<file path="src/rtl/pattern_checker_pkg.sv">
// Shared types and helpers for the pattern checker: pattern selection,
// PRBS tap masks per supported word width, and a population count.
package pattern_checker_pkg;

    typedef enum logic [1:0] {
        PAT_COUNT = 2'd0,
        PAT_WALK  = 2'd1,
        PAT_PRBS  = 2'd2,
        PAT_FIXED = 2'd3
    } pattern_e;

    // Tap n (1-based) maps to mask bit n-1; feedback is the XOR of tapped bits.
    function automatic logic [63:0] prbs_taps(input int width);
        logic [63:0] taps;
        case (width)
            8:       taps = 64'h0000_0000_0000_00B8;
            16:      taps = 64'h0000_0000_0000_D008;
            32:      taps = 64'h0000_0000_8020_0003;
            64:      taps = 64'hD800_0000_0000_0000;
            default: taps = 64'h0000_0000_8020_0003;
        endcase
        return taps;
    endfunction

    function automatic logic [6:0] popcount(input logic [63:0] value);
        logic [6:0] total;
        total = '0;
        for (int i = 0; i < 64; i++) begin
            total = total + {6'd0, value[i]};
        end
        return total;
    endfunction

endpackage

</file>
<file path="src/rtl/pattern_gen.sv">
// Reference word generator: holds the current expected word and the pattern
// mode latched at the last load, and advances one step per accepted beat.
module pattern_gen
    import pattern_checker_pkg::*;
#(
    parameter int DATA_W = 32
) (
    input  logic              clk,
    input  logic              reset_n,
    input  logic              load,
    input  logic              step,
    input  pattern_e          mode,
    input  logic [DATA_W-1:0] seed,
    output logic [DATA_W-1:0] word
);

    localparam logic [DATA_W-1:0] TAPS = DATA_W'(prbs_taps(DATA_W));

    pattern_e          mode_q;
    logic [DATA_W-1:0] load_word;
    logic [DATA_W-1:0] step_word;

    // A zero seed would lock WALK and PRBS at zero forever, so substitute a live value.
    always_comb begin
        load_word = seed;
        if (seed == '0) begin
            if (mode == PAT_WALK) begin
                load_word = {{(DATA_W-1){1'b0}}, 1'b1};
            end else if (mode == PAT_PRBS) begin
                load_word = '1;
            end
        end
    end

    always_comb begin
        step_word = word;
        case (mode_q)
            PAT_COUNT: step_word = word + 1'b1;
            PAT_WALK:  step_word = {word[DATA_W-2:0], word[DATA_W-1]};
            PAT_PRBS:  step_word = {word[DATA_W-2:0], ^(word & TAPS)};
            PAT_FIXED: step_word = word;
            default:   step_word = word;
        endcase
    end

    always_ff @(posedge clk or negedge reset_n) begin
        if (!reset_n) begin
            word   <= '0;
            mode_q <= PAT_COUNT;
        end else if (load) begin
            word   <= load_word;
            mode_q <= mode;
        end else if (step) begin
            word   <= step_word;
        end
    end

endmodule

</file>
<file path="config.mk">
export PLATFORM = sky130hd
export DESIGN_NAME = pattern_gen
export DESIGN_NICKNAME = d
export VERILOG_FILES = /design/src/rtl/pattern_checker_pkg.sv /design/src/rtl/pattern_gen.sv
export SDC_FILE = /design/constraint.sdc
export NUM_CORES = 1
export LEC_CHECK = 0
export CAP_MARGIN = 20
export CORE_MARGIN = 5
export CORE_UTILIZATION = 40
export CTS_CLUSTER_SIZE = 14
export DETAILED_ROUTE_END_ITERATION = 7
export DONT_BUFFER_PORTS = 1
export PLACE_DENSITY = 0.58
export SYNTH_ARGS = -nofsm -noshare
export SYNTH_HDL_FRONTEND = slang
export SYNTH_SLANG_ARGS = --single-unit
</file>
<file path="constraint.sdc">
create_clock -name clk -period 2.7 [get_ports clk]
set_input_delay 0.135 -clock clk [delete_from_list [all_inputs] [get_ports clk]]
set_output_delay 0.135 -clock clk [all_outputs]
set_load 0.005 [all_outputs]
</file>
# == Word-level counts from Yosys, hierarchy flattened ==
# Cells that the tools add are included.
# totals
ff_bits,34
output_inout_bits,32
# op_classes
n_mux,6
eq_ne,6
reduce_logical,5
add_sub_neg,1
# op_table
op,count
$mux W32,5
$pmux W32 S3,1
$add A32 B1 Y32 const B,1
$logic_not A32 Y1,1
$reduce_xor A32 Y1,1
$eq A2 B2 Y1 const B,3
$eq A2 B1 Y1 const B,2
$logic_not A2 Y1,1
$ne A2 B2 Y1 const B,1
$reduce_and A2 Y1,1
$reduce_bool A2 Y1,1

# == Logic depth before layout (Yosys ltp) ==
# Gate-level depths: netlist of the first run.
# depth
depth_word,5
ltp_mapped,8
mapped_depth_nobuf,7

# == Least setup slack after synthesis of the first run ==
# Ideal clock, no wire load.
# synth_timing
path_type,register to register
start,register word[3]
end,register word[19]
slack_ns,0.626
t_required_ns,2.632
period_less_slack_ns,2.074
t_arrival_ns,2.005
setup_time_ns,0.068
n_path_buf,1
stages_incl_launch_ff,7
path_cell_list,dfrtp_1 > buf_2 > nand4_1 > or4_4 > or4_1 > a311o_1 > nand3_1
# synth_via
elab_chain_len,4
# synth_rtl
item,line_no,rtl
from (decl),pattern_gen.sv:14,output logic [DATA_W-1:0] word
from (signal assigned),pattern_gen.sv:51,word <= load_word;
from (signal assigned),pattern_gen.sv:54,word <= step_word;
$add A32 B1 Y32,pattern_gen.sv:38,PAT_COUNT: step_word = word + 1'b1;
$pmux W32 S3,pattern_gen.sv:37,case (mode_q)
$mux W32,pattern_gen.sv:53,end else if (step) begin
$mux W32,pattern_gen.sv:50,end else if (load) begin
# No other way between the ends. The select of a mux whose other input is x is not followed.
# A chain may end at the register's enable or synchronous reset.

# == Final worst setup path of the first run ==
# layout_timing
start,register word[1]
end,register word[22]
# Same word-level chain as after synthesis.

==> results of run 1 <==
==> synth_stat cells, drive strengths merged (4+ instances only) <==
library cell,n
o21a,6
xor2,4
dfrtp,34
nand2,31
xnor2,8
nor3,8
buf,6
ha,4
a21o,6
or4,5
nand3,22
a221o,4
a21oi,23
o31ai,6
clkbuf,18
nor2,23
a31oi,6
o211ai,7
nand4,7
a22oi,7
inv,9
o31a,7
o21ai,44
nor4,21
==> per-stage QoR <==
stage                     power [uW]  instance area [um2]  setup slack (ns)  util (%)
after global placement          1210                 2900             0.425      43.1
after CTS                       1660                 3070             0.360      45.7
after global routing            1770                 3070             0.139      45.7
final                           1660                 3070             0.331      45.7
after floorplan                 1060                 2740             0.626         -
after detailed placement        1220                 2900             0.363      43.1
==> how the worst max path moves through the flow <==
stage,slack (ns),to,startpoint
after floorplan,0.63,word[19]$_DFFE_PN0P_,word[3]$_DFFE_PN0P_
after global placement,0.43,word[22]$_DFFE_PN0P_,word[8]$_DFFE_PN0P_
after detailed placement,0.36,word[22]$_DFFE_PN0P_,word[1]$_DFFE_PN0P_
after CTS,0.36,word[22]$_DFFE_PN0P_,word[1]$_DFFE_PN0P_
after global routing,0.14,word[22]$_DFFE_PN0P_,word[1]$_DFFE_PN0P_
final,0.33,word[22]$_DFFE_PN0P_,word[1]$_DFFE_PN0P_
==> power by group through the flow <==
stage                     Clock, uW  Sequential (uW)  Combinational [uW]
after floorplan                   0              701                 357
after global placement            0              743                 465
after detailed placement          0              746                 474
after CTS                       424              737                 501
after global routing            448              757                 565
final                           414              739                 503
==> cells in the final DEF, fill, tap and decap left out, types with 2 or more instances in the layout <==
cell / count
ha_1: 4
a22oi_1: 7
nor4_1: 20
a32oi_1: 3
a221o_1: 4
a31o_2: 2
nand4_1: 6
or4_1: 4
xnor2_1: 8
a211o_1: 3
and3_1: 2
o31a_1: 7
clkbuf_8: 6
nor3_1: 8
o22a_1: 2
inv_1: 9
o211ai_1: 7
o31ai_1: 6
dlygate4sd3_1: 6
nor2_1: 23
o21a_1: 6
nand3_1: 21
a21o_1: 6
a31oi_1: 6
o21ai_0: 44
o22ai_1: 2
xor2_1: 4
dfrtp_1: 34
and4_1: 2
a21oi_1: 23
nand2_1: 31
nor3b_1: 2
or3_1: 2
buf_4: 19
==> repair_timing <==
item	CTS	global route
hold buffers	7	0
endpoints found under the hold margin	39	0
buffers inserted	0	0
==> logic make-up (layout without fill, tap and decap cells) <==
kind of cell	Yosys count	in the layout	share of synthesized area, %
muxes	1	1	0.365
and+or+nand+nor	130	130	25.3
AOI/OAI and AO/OA	137	137	32.8
DFF	34	34	31.0
adders and majority gates	4	4	1.83
xor gates and xnor gates	12	12	3.83
buffers and inverters	34	44	4.88
==> critical path: cells and delay by family (launching register included) <==
family	cells	cell delay, ns
buffers and inverters	1	0.24
adders and majority gates	1	0.27
DFF	1	0.44
and+or+nand+nor	3	0.89
AOI/OAI and AO/OA	2	0.41
==> area by class of cell <==
class / count / area [um2] / share of cell area, %
Tap cell: 80 / 100 / 3.26
Multi-Input combinational cell: 284 / 1770 / 57.5
Clock buffer: 7 / 86.3 / 2.81
Inverter: 10 / 37.5 / 1.22
Sequential cell: 34 / 851 / 27.7
Clock inverter: 1 / 5.00 / 0.163
Timing Repair Buffer: 26 / 223 / 7.26
==> metal layers <==
layer | up-vias | part of all wire, %
met1 | 1471 | 42
met4 | 0 | 2.0
li1 | 1370 | -
met5 | - | 0
met2 | 164 | 47
met3 | 20 | 9.9
==> sequential cells by signal, indices dropped and copies added, names as in the netlist <==
name,count
word,32
mode_q,2
==> key figures, run 1 <==
Min path
  • Hold_sp: seed[19]
  • Hold-critical path depth: 2
  • Hold Crit Class: input pin to register
  • Worst hold endpoint: word[19]$_DFFE_PN0P_

Critical path
  • Crit path top cell by count: nand3_1
  • Critical-path top delay cell: or4_1
  • Reg-to-reg endpoint: word[22]$_DFFE_PN0P_
  • CP Max Fanout: 8
  • R2r setup slk: 0.33 ns
  • Crit path DAT: 2.55 ns
  • Startpoint Class: register
  • R2R Path Start: word[1]$_DFFE_PN0P_
  • Crit path capture type: register
  • Worst R2R Path Depth: 7
  • Crit path cell chain: ha_1 > nand3_1 > or4_1 > buf_4 > o31a_1 > o21ai_0 > nand3_1
  • Max incr delay on CP: 0.62 ns
  • Required time worst endpoint: 2.88 ns
  • Kind of critical path: register to register

Timing
  • Slew @ Worst Pin: 0.686 ns
  • Fmax: 0.422 GHz
  • Worst hold margin: 0.00443 ns
  • Crit share post-route: 87.7%
  • Slew headroom: 53.8%
  • Count of final hold-check violations: 0
  • Fin. max-slew vios: 0
  • RSZ-0062 raised after global routing: no
  • Setup violations, final: 0
  • Clock Skew: 0.00551 ns
  • Period minus WS final: 2.37 ns
  • Fin Setup TNS: 0 ns

Clocking
  • CTS resizes: 0
  • Clk buf depth: 2
  • Sink Count: 34
  • Reg clk slew, reported paths: 0.08 ns
  • TritonCTS clock tree: yes
  • Num CTS Buffers: 5
  • H-tree lvl count: 2
  • Worst-Skew Late Latency: 0.29 ns
  • Root buf cell: clkbuf_8

Die
  • CORE AREA: 6720 um2
  • Initial Utilization: 40.8%
  • # rows: 30
  • Die W: 92.8 um
  • Die Ht: 92.8 um
  • Top Ports: 70
  • Die Area: 8610 um2

Power and ir drop
  • Max IR drop VDD: 0.000206 V
  • Power density over cell area: 540 nW/um2
  • Register share of total power: 44.6%
  • Switching share of power: 39.3%
  • NetSw: 651 uW
  • Internal cell power: 1000 uW
  • Leak: 0.00113 uW
  • Clock share of power: 25.0%
  • Logic pwr share: 30.4%

Global routing
  • Congestion Overflow GR: 0
  • Global-route wire length before repair: 16,300 um
  • Grt met2 use: 38.8%
  • GR Util met1: 30.2%
  • Largest net degree at the start of global routing: 35
  • GRT Total Usage: 23.7%
  • Vias in the first global route: 2,988
  • GRT met3 Usage: 7.07%
  • Initial antenna violation count: 0
  • GRT Max-Usage Layer: met2

Detailed routing
  • # DRC: 0
  • WL/cell: 22.8 um
  • Via/cell ratio: 6.84
  • Via count: 3,025
  • DRT iter0 DRCs: 309
  • Post-detailed-route count of antenna-violating nets: 0
  • Final WL: 10,100 um
  • DR pass1 iterations: 5

Finish
  • Layout Cells excl Fill: 442
  • Layout Nets: 403
  • Fillers: 677
  • Diodes inserted: 0
  • Layout cells sized above 1: 9.67%
  • Layout area overhead: 11.9%

Place
  • GPL Wtd Cong: 0.843
  • Placed cells: 427
  • Detailed-placement wirelength estimate: 6950 um
  • Port Buffers: 0

Synthesis
  • Synth Register Bits: 34
  • Share of synthesized registers carrying an async set or reset: 100%
  • Syn Std Cell Area: 2740 um2
  • Count of different cell masters after synthesis: 54
  • Top cell type's share of synthesized area: 31.0%
  • Post-synth EDFFs: 0
  • Top cells by area, synth: dfrtp_1 31%, o21ai_0 8.0%, nor4_1 4.6%
  • Mapped Nets: 394
  • Seq/Total Area, Yosys: 31.0%
  • Primary FF master, synth: dfrtp_1
  • YS warnings: 0
  • Gate Count Post-Synth: 352
  • Synth Area per Inst: 7.79 um2
  • Top cell type by total area after synthesis: dfrtp_1

Run
  • Max cap viols: 0

Run status
  • Status: finished, final reports clean
Power figures use the tool's default switching activity.
==> run 2: changes to the inputs <==
--- a/config.mk
+++ b/config.mk
@@ -12,6 +12,7 @@
 export DETAILED_ROUTE_END_ITERATION = 7
 export DONT_BUFFER_PORTS = 1
 export PLACE_DENSITY = 0.58
+export RECOVER_POWER = 100
 export SYNTH_ARGS = -nofsm -noshare
 export SYNTH_HDL_FRONTEND = slang
 export SYNTH_SLANG_ARGS = --single-unit
==> run 2 against run 1 <==
The flow now finishes with violations (max-capacitance violations, max-slew violations). Worst setup slack worse by 0.037 ns. Final cell count unchanged. Worst hold slack about the same. Die area unchanged. First-iteration DRC count up 5.5%. Critical path depth up 1. Clock skew up 0.0022 ns. Largest cell class unchanged. Largest power group unchanged.
==> key figures, run 2 (synthesis results as in run 1) <==
Run status
  • Status: finished with violations
  • Failing checks: max-capacitance violations, max-slew violations

Power and ir drop
  • Logic pwr share: 29.7%
  • Register share of total power: 45.1%
  • Final Power: 1640 uW
  • Switching share of power: 39.5%
  • Internal cell power: 990 uW
  • Max IR drop VDD: 0.000206 V
  • Leak: 0.00110 uW
  • Power density over cell area: 542 nW/um2
  • NetSw: 647 uW
  • Clock share of power: 25.2%

Clocking
  • Root buf cell: clkbuf_8
  • Sink Count: 34
  • Clk buf depth: 2
  • Worst-Skew Late Latency: 0.29 ns
  • TritonCTS clock tree: yes
  • Reg clk slew, reported paths: 0.08 ns
  • H-tree lvl count: 2
  • Num CTS Buffers: 5
  • CTS resizes: 0

Critical path
  • Kind of critical path: register to register
  • CP Max Fanout: 14
  • Crit path DAT: 2.57 ns
  • Crit path capture type: register
  • Worst R2R Path Depth: 8
  • Required time worst endpoint: 2.87 ns
  • Startpoint Class: register

Finish
  • Diodes inserted: 0
  • Layout cells sized above 1: 7.18%
  • Commonest non-fill, non-tap cell in the layout: o21ai_0
  • Largest regs: word x32, mode_q x2
  • Area of the multi-input gates: 1760 um2
  • Layout area overhead: 10.1%
  • Top reg by flops: word
  • Layout Nets: 403
  • Max FFs per register: 32
  • Most frequent cells in the layout: 44 x o21ai_0, 34 x dfrtp_1, 31 x nand2_1
  • Reg area: 851 um2
  • Fillers: 691
  • Final Cell Area: 3020 um2

Detailed routing
  • Post-detailed-route count of antenna-violating nets: 0
  • WL/cell: 22.5 um
  • Via count: 3,014
  • Via/cell ratio: 6.82
  • DR pass1 iterations: 6
  • DRT iter0 DRCs: 326
  • Final WL: 9960 um
  • # DRC: 0

Global routing
  • Congestion Overflow GR: 0
  • Largest net degree at the start of global routing: 35
  • Vias in the first global route: 2,988
  • Initial antenna violation count: 0
  • Global-route wire length before repair: 16,300 um
  • GRT Total Usage: 23.7%

Timing
  • Clock Skew: 0.00769 ns
  • Fin. max-slew vios: 35
  • Fmax: 0.416 GHz
  • Slew @ Worst Pin: 2.03 ns
  • Worst hold margin: 0.00459 ns
  • Slew headroom: -35.2%
  • Crit share post-route: 89.1%
  • Setup violations, final: 0
  • RSZ-0062 raised after global routing: no
  • Count of final hold-check violations: 0
  • Period minus WS final: 2.41 ns
  • Fin Setup TNS: 0 ns

Die
  • CORE AREA: 6720 um2
  • Die Area: 8610 um2
  • Initial Utilization: 40.8%
  • Top Ports: 70
  • # rows: 30
  • Die W: 92.8 um
  • Die Ht: 92.8 um

Place
  • Port Buffers: 0
  • Placed cell area: 2900 um2
  • GPL Wtd Cong: 0.843
  • Detailed-placement wirelength estimate: 6950 um

Min path
  • Hold-critical path depth: 2
  • Hold Crit Class: input pin to register

Run
  • Max cap viols: 1
-- run 2: cell count changes in the layout (fill, tap and decap cells not counted) --
| cell | change |
|---|---|
| buf_4 | -7 |
| nor4_1 | +1 |
| nor4_2 | -1 |
| clkbuf_1 | +8 |
| buf_12 | -1 |
-- run 2: worst max-delay path: stages (launching register included) --
cell,delay (ns)
dfrtp_1,0.38
inv_1,0.07
ha_1,0.59
o21bai_1,0.18
clkbuf_1,0.30
nor2_1,0.18
a211o_1,0.32
o22ai_1,0.14
a21oi_1,0.11
-- run 2: what timing repair did --
item | 4_1_cts | 5_1_grt
endpoints found under the hold margin | 39 | 0
setup buffers | 0 | 0
hold buffers | 7 | 0
-- run 2: layout make-up --
type | count | share of cell area (%)
Tap cell | 80 | 3.32
Timing Repair Buffer | 26 | 5.97
Multi-Input combinational cell | 284 | 58.3
Clock inverter | 1 | 0.166
Sequential cell | 34 | 28.2
Clock buffer | 7 | 2.86
Inverter | 10 | 1.24
-- run 2: metrics by stage --
| step | std cells | util (%) | setup WS (ns) |
|---|---|---|---|
| floorplan | 352 | - | 0.626 |
| global placement | 427 | 43.1 | 0.425 |
| detailed placement | 427 | 43.1 | 0.363 |
| CTS | 442 | 45.7 | 0.360 |
| global route | 442 | 44.9 | 0.0896 |
| finish | 442 | 44.9 | 0.295 |
-- run 2: final timing paths --
| path | start | endpoint | slack, ns |
|---|---|---|---|
| max reg2reg | mode_q[0]$_DFFE_PN0P_ | word[31]$_DFFE_PN0P_ | 0.29 |
| min | seed[19] | word[19]$_DFFE_PN0P_ | 0.005 |
| min in group asynchronous | reset_n | word[12]$_DFFE_PN0P_ | 0.97 |
| min reg2reg | mode_q[1]$_DFFE_PN0P_ | mode_q[1]$_DFFE_PN0P_ | 0.59 |
| max | mode_q[0]$_DFFE_PN0P_ | word[31]$_DFFE_PN0P_ | 0.29 |
| max in group asynchronous | reset_n | word[6]$_DFFE_PN0P_ | 0.56 |
-- run 2: metal layers --
layer  global-route usage [%]  vias to the layer above  wire [um]
met1                     30.2                     1444       4090
met5                        0                        -          0
li1                         -                     1381          -
met4                     6.96                        0        222
met3                     7.07                       22       1000
met2                     38.8                      167       4650
-- run 2: power by group through the flow --
stage / Clock [uW] / Sequential, uW / Combinational [uW]
2_1_floorplan: 0 / 701 / 357
3_3_place_gp: 0 / 743 / 465
5_1_grt: 448 / 757 / 548
6_report: 412 / 738 / 487
4_1_cts: 424 / 737 / 501
3_5_place_dp: 0 / 746 / 474
==> run 3: changes to the inputs <==
--- a/config.mk
+++ b/config.mk
@@ -5,6 +5,7 @@
 export SDC_FILE = /design/constraint.sdc
 export NUM_CORES = 1
 export LEC_CHECK = 0
+export ABC_AREA = 1
 export CAP_MARGIN = 20
 export CORE_MARGIN = 5
 export CORE_UTILIZATION = 40
==> run 3 against run 2 <==
The run now ends clean. Core utilization decreased by 1.5 points. Combinational power up 36%. Routed wire length increased by 16%. Die area rose by 27%. Worst setup slack better by 0.30 ns. Register-to-register slack improved by 0.30 ns. Sequential cell count did not move. Synthesized cell count grew 91%. Maximum frequency up 14%. Area after synthesis rose by 30%. Clock skew down 0.0022 ns. Design area grew 26%. Largest power group unchanged.
==> key figures, run 3 <==
Run status
  • Status: finished, final reports clean

Synthesis
  • Commonest cells post-synth: 295 x nand2_1, 99 x inv_1, 74 x nor2_1
  • Most common cell in the netlist: nand2_1
  • Synth Area per Inst: 5.30 um2
  • Gate Count Post-Synth: 673
  • Post-synth EDFFs: 0
  • YS warnings: 0
  • Primary FF master, synth: dfrtp_1
  • Count of different cell masters after synthesis: 27
  • Synth Register Bits: 34
  • Mapped Nets: 715
  • Top cell type by total area after synthesis: nand2_1
  • Syn Std Cell Area: 3570 um2
  • Top cell type's share of synthesized area: 31.1%
  • Share of synthesized registers carrying an async set or reset: 100%
  • Seq/Total Area, Yosys: 23.9%
  • Top cells by area, synth: nand2_1 31%, dfrtp_1 24%, inv_1 10%

Detailed routing
  • # DRC: 0
  • Final WL: 11,600 um
  • Post-detailed-route count of antenna-violating nets: 0
  • DR pass1 iterations: 5
  • DRT iter0 DRCs: 185
  • Via count: 3,891
  • WL/cell: 14.9 um
  • Via/cell ratio: 5.01

Critical path
  • CP Max Fanout: 26
  • Required time worst endpoint: 2.88 ns
  • Buf/Inv on CP: 4
  • Crit path capture type: register
  • Critical path's top delay family: buffers and inverters
  • Kind of critical path: register to register
  • Crit path DAT: 2.28 ns
  • Max incr delay on CP: 0.48 ns
  • Crit path cell chain: inv_1 > ha_1 > inv_1 > clkbuf_2 > o21ai_0 > nand2_1 > inv_1 > a21oi_1 > a21oi_1
  • Critical-path top delay cell: clkbuf_2
  • Crit path top cell by count: inv_1
  • Startpoint Class: register

Die
  • CORE AREA: 8720 um2
  • Initial Utilization: 40.9%
  • Top Ports: 70
  • Die W: 104 um
  • Die Area: 10,900 um2
  • # rows: 34
  • Die Ht: 104 um

Global routing
  • Vias in the first global route: 3,676
  • Global-route wire length before repair: 18,800 um
  • Initial antenna violation count: 0
  • Congestion Overflow GR: 0
  • GRT Total Usage: 21.3%
  • Largest net degree at the start of global routing: 35

Timing
  • Fin Setup TNS: 0 ns
  • Setup violations, final: 0
  • Final worst slack: 0.599 ns
  • RSZ-0062 raised after global routing: no
  • Fin. max-slew vios: 0
  • Slew headroom: 52.3%
  • Slew @ Worst Pin: 0.715 ns
  • Fmax: 0.476 GHz
  • Clock Skew: 0.00552 ns
  • Crit share post-route: 77.8%
  • Count of final hold-check violations: 0
  • Period minus WS final: 2.10 ns
  • Worst hold margin: 0.0159 ns

Power and ir drop
  • Max IR drop VDD: 0.000204 V
  • Leak: 0.00212 uW
  • Power density over cell area: 480 nW/um2

Finish
  • Top reg by flops: word
  • Fin util: 43.5%
  • Layout area overhead: 6.28%
  • Layout Nets: 710
  • Diodes inserted: 0
  • Layout cells sized above 1: 4.94%
  • Max FFs per register: 32
  • Most frequent cells in the layout: 295 x nand2_1, 99 x inv_1, 73 x nor2_1
  • Largest regs: word x32, mode_q x2
  • Commonest non-fill, non-tap cell in the layout: nand2_1

Clocking
  • Worst-Skew Late Latency: 0.29 ns
  • Num CTS Buffers: 5
  • Clk buf depth: 2
  • H-tree lvl count: 2
  • Root buf cell: clkbuf_8
  • TritonCTS clock tree: yes
  • Sink Count: 34
  • Post-CTS setup repair buffer count: 0
  • Reg clk slew, reported paths: 0.07 ns

Place
  • GPL Wtd Cong: 0.937
  • Detailed-placement wirelength estimate: 8220 um
  • Pre-CTS setup slack: 0.846 ns
  • Port Buffers: 0

Run
  • Max cap viols: 0

Min path
  • Hold Crit Class: input pin to register
run 3: layer usage:
layer / GRT usage, % / wire, um / vias to the layer above
li1: - / - / 2017
met1: 27.8 / 4990 / 1743
met2: 36.7 / 5570 / 122
met3: 3.72 / 927 / 9
met4: 4.16 / 104 / 0
met5: 0 / 0 / -
run 3: path summary, 6_finish.rpt:
| check | start | endpoint | slack (ns) | cells past startpoint |
|---|---|---|---|---|
| worst max-delay path | mode_q[0]$_DFFE_PN0P_ | word[11]$_DFFE_PN0P_ | 0.60 | 9 |
| worst min-delay path | load | word[12]$_DFFE_PN0P_ | 0.02 | 2 |
| worst max register to register | mode_q[0]$_DFFE_PN0P_ | word[11]$_DFFE_PN0P_ | 0.60 | 9 |
| worst min register to register | mode_q[0]$_DFFE_PN0P_ | mode_q[0]$_DFFE_PN0P_ | 0.61 | 2 |
| max in group asynchronous | reset_n | word[14]$_DFFE_PN0P_ | 2.21 | 2 |
| min in group asynchronous | reset_n | word[22]$_DFFE_PN0P_ | 0.30 | 2 |
run 3: repair_timing:
item	CTS	global route
hold buffers	6	0
endpoints found under the hold margin	47	0
resized for setup	0	0
run 3: cell type report:
type | count | area, um2
multi-input combinational | 512 | 2230
tap | 108 | 135
sequential | 34 | 851
timing repair buffer | 13 | 115
inverter | 102 | 383
fill | 983 | 4930
clock buffer | 7 | 76.3
run 3: worst register-to-register path, delay by kind of cell (launching register included):
family | cells | cell delay (ns)
buffers and inverters | 4 | 0.81
AO/OA/AOI/OAI | 3 | 0.39
flip-flops | 1 | 0.39
adder cells (fa/ha/maj) | 1 | 0.31
AND/OR/NAND/NOR | 1 | 0.09
run 3: power by group:
| part | internal [uW] | switching (uW) |
|---|---|---|
| Sequential | 594 | 182 |
| Clock | 178 | 204 |
| Combinational | 230 | 430 |
| Total | 1000 | 816 |
run 3: metrics by stage:
| step | cell area, um2 | power (uW) | std cells |
|---|---|---|---|
| after floorplan | 3570 | 1250 | 673 |
| after global placement | 3650 | 1410 | 763 |
| after detailed placement | 3650 | 1420 | 763 |
| after CTS | 3800 | 1830 | 776 |
| after global routing | 3790 | 1980 | 776 |
| final | 3790 | 1820 | 776 |
run 3: cell families (layout without fill, tap and decap cells):
family | Yosys count | after routing | synth area share [%]
AND/OR/NAND/NOR | 433 | 433 | 49.7
buffers and inverters | 127 | 122 | 13.7
AO/OA/AOI/OAI | 70 | 70 | 10.1
flip-flops | 34 | 34 | 23.9
XOR/XNOR | 5 | 5 | 1.23
adder cells (fa/ha/maj) | 4 | 4 | 1.40
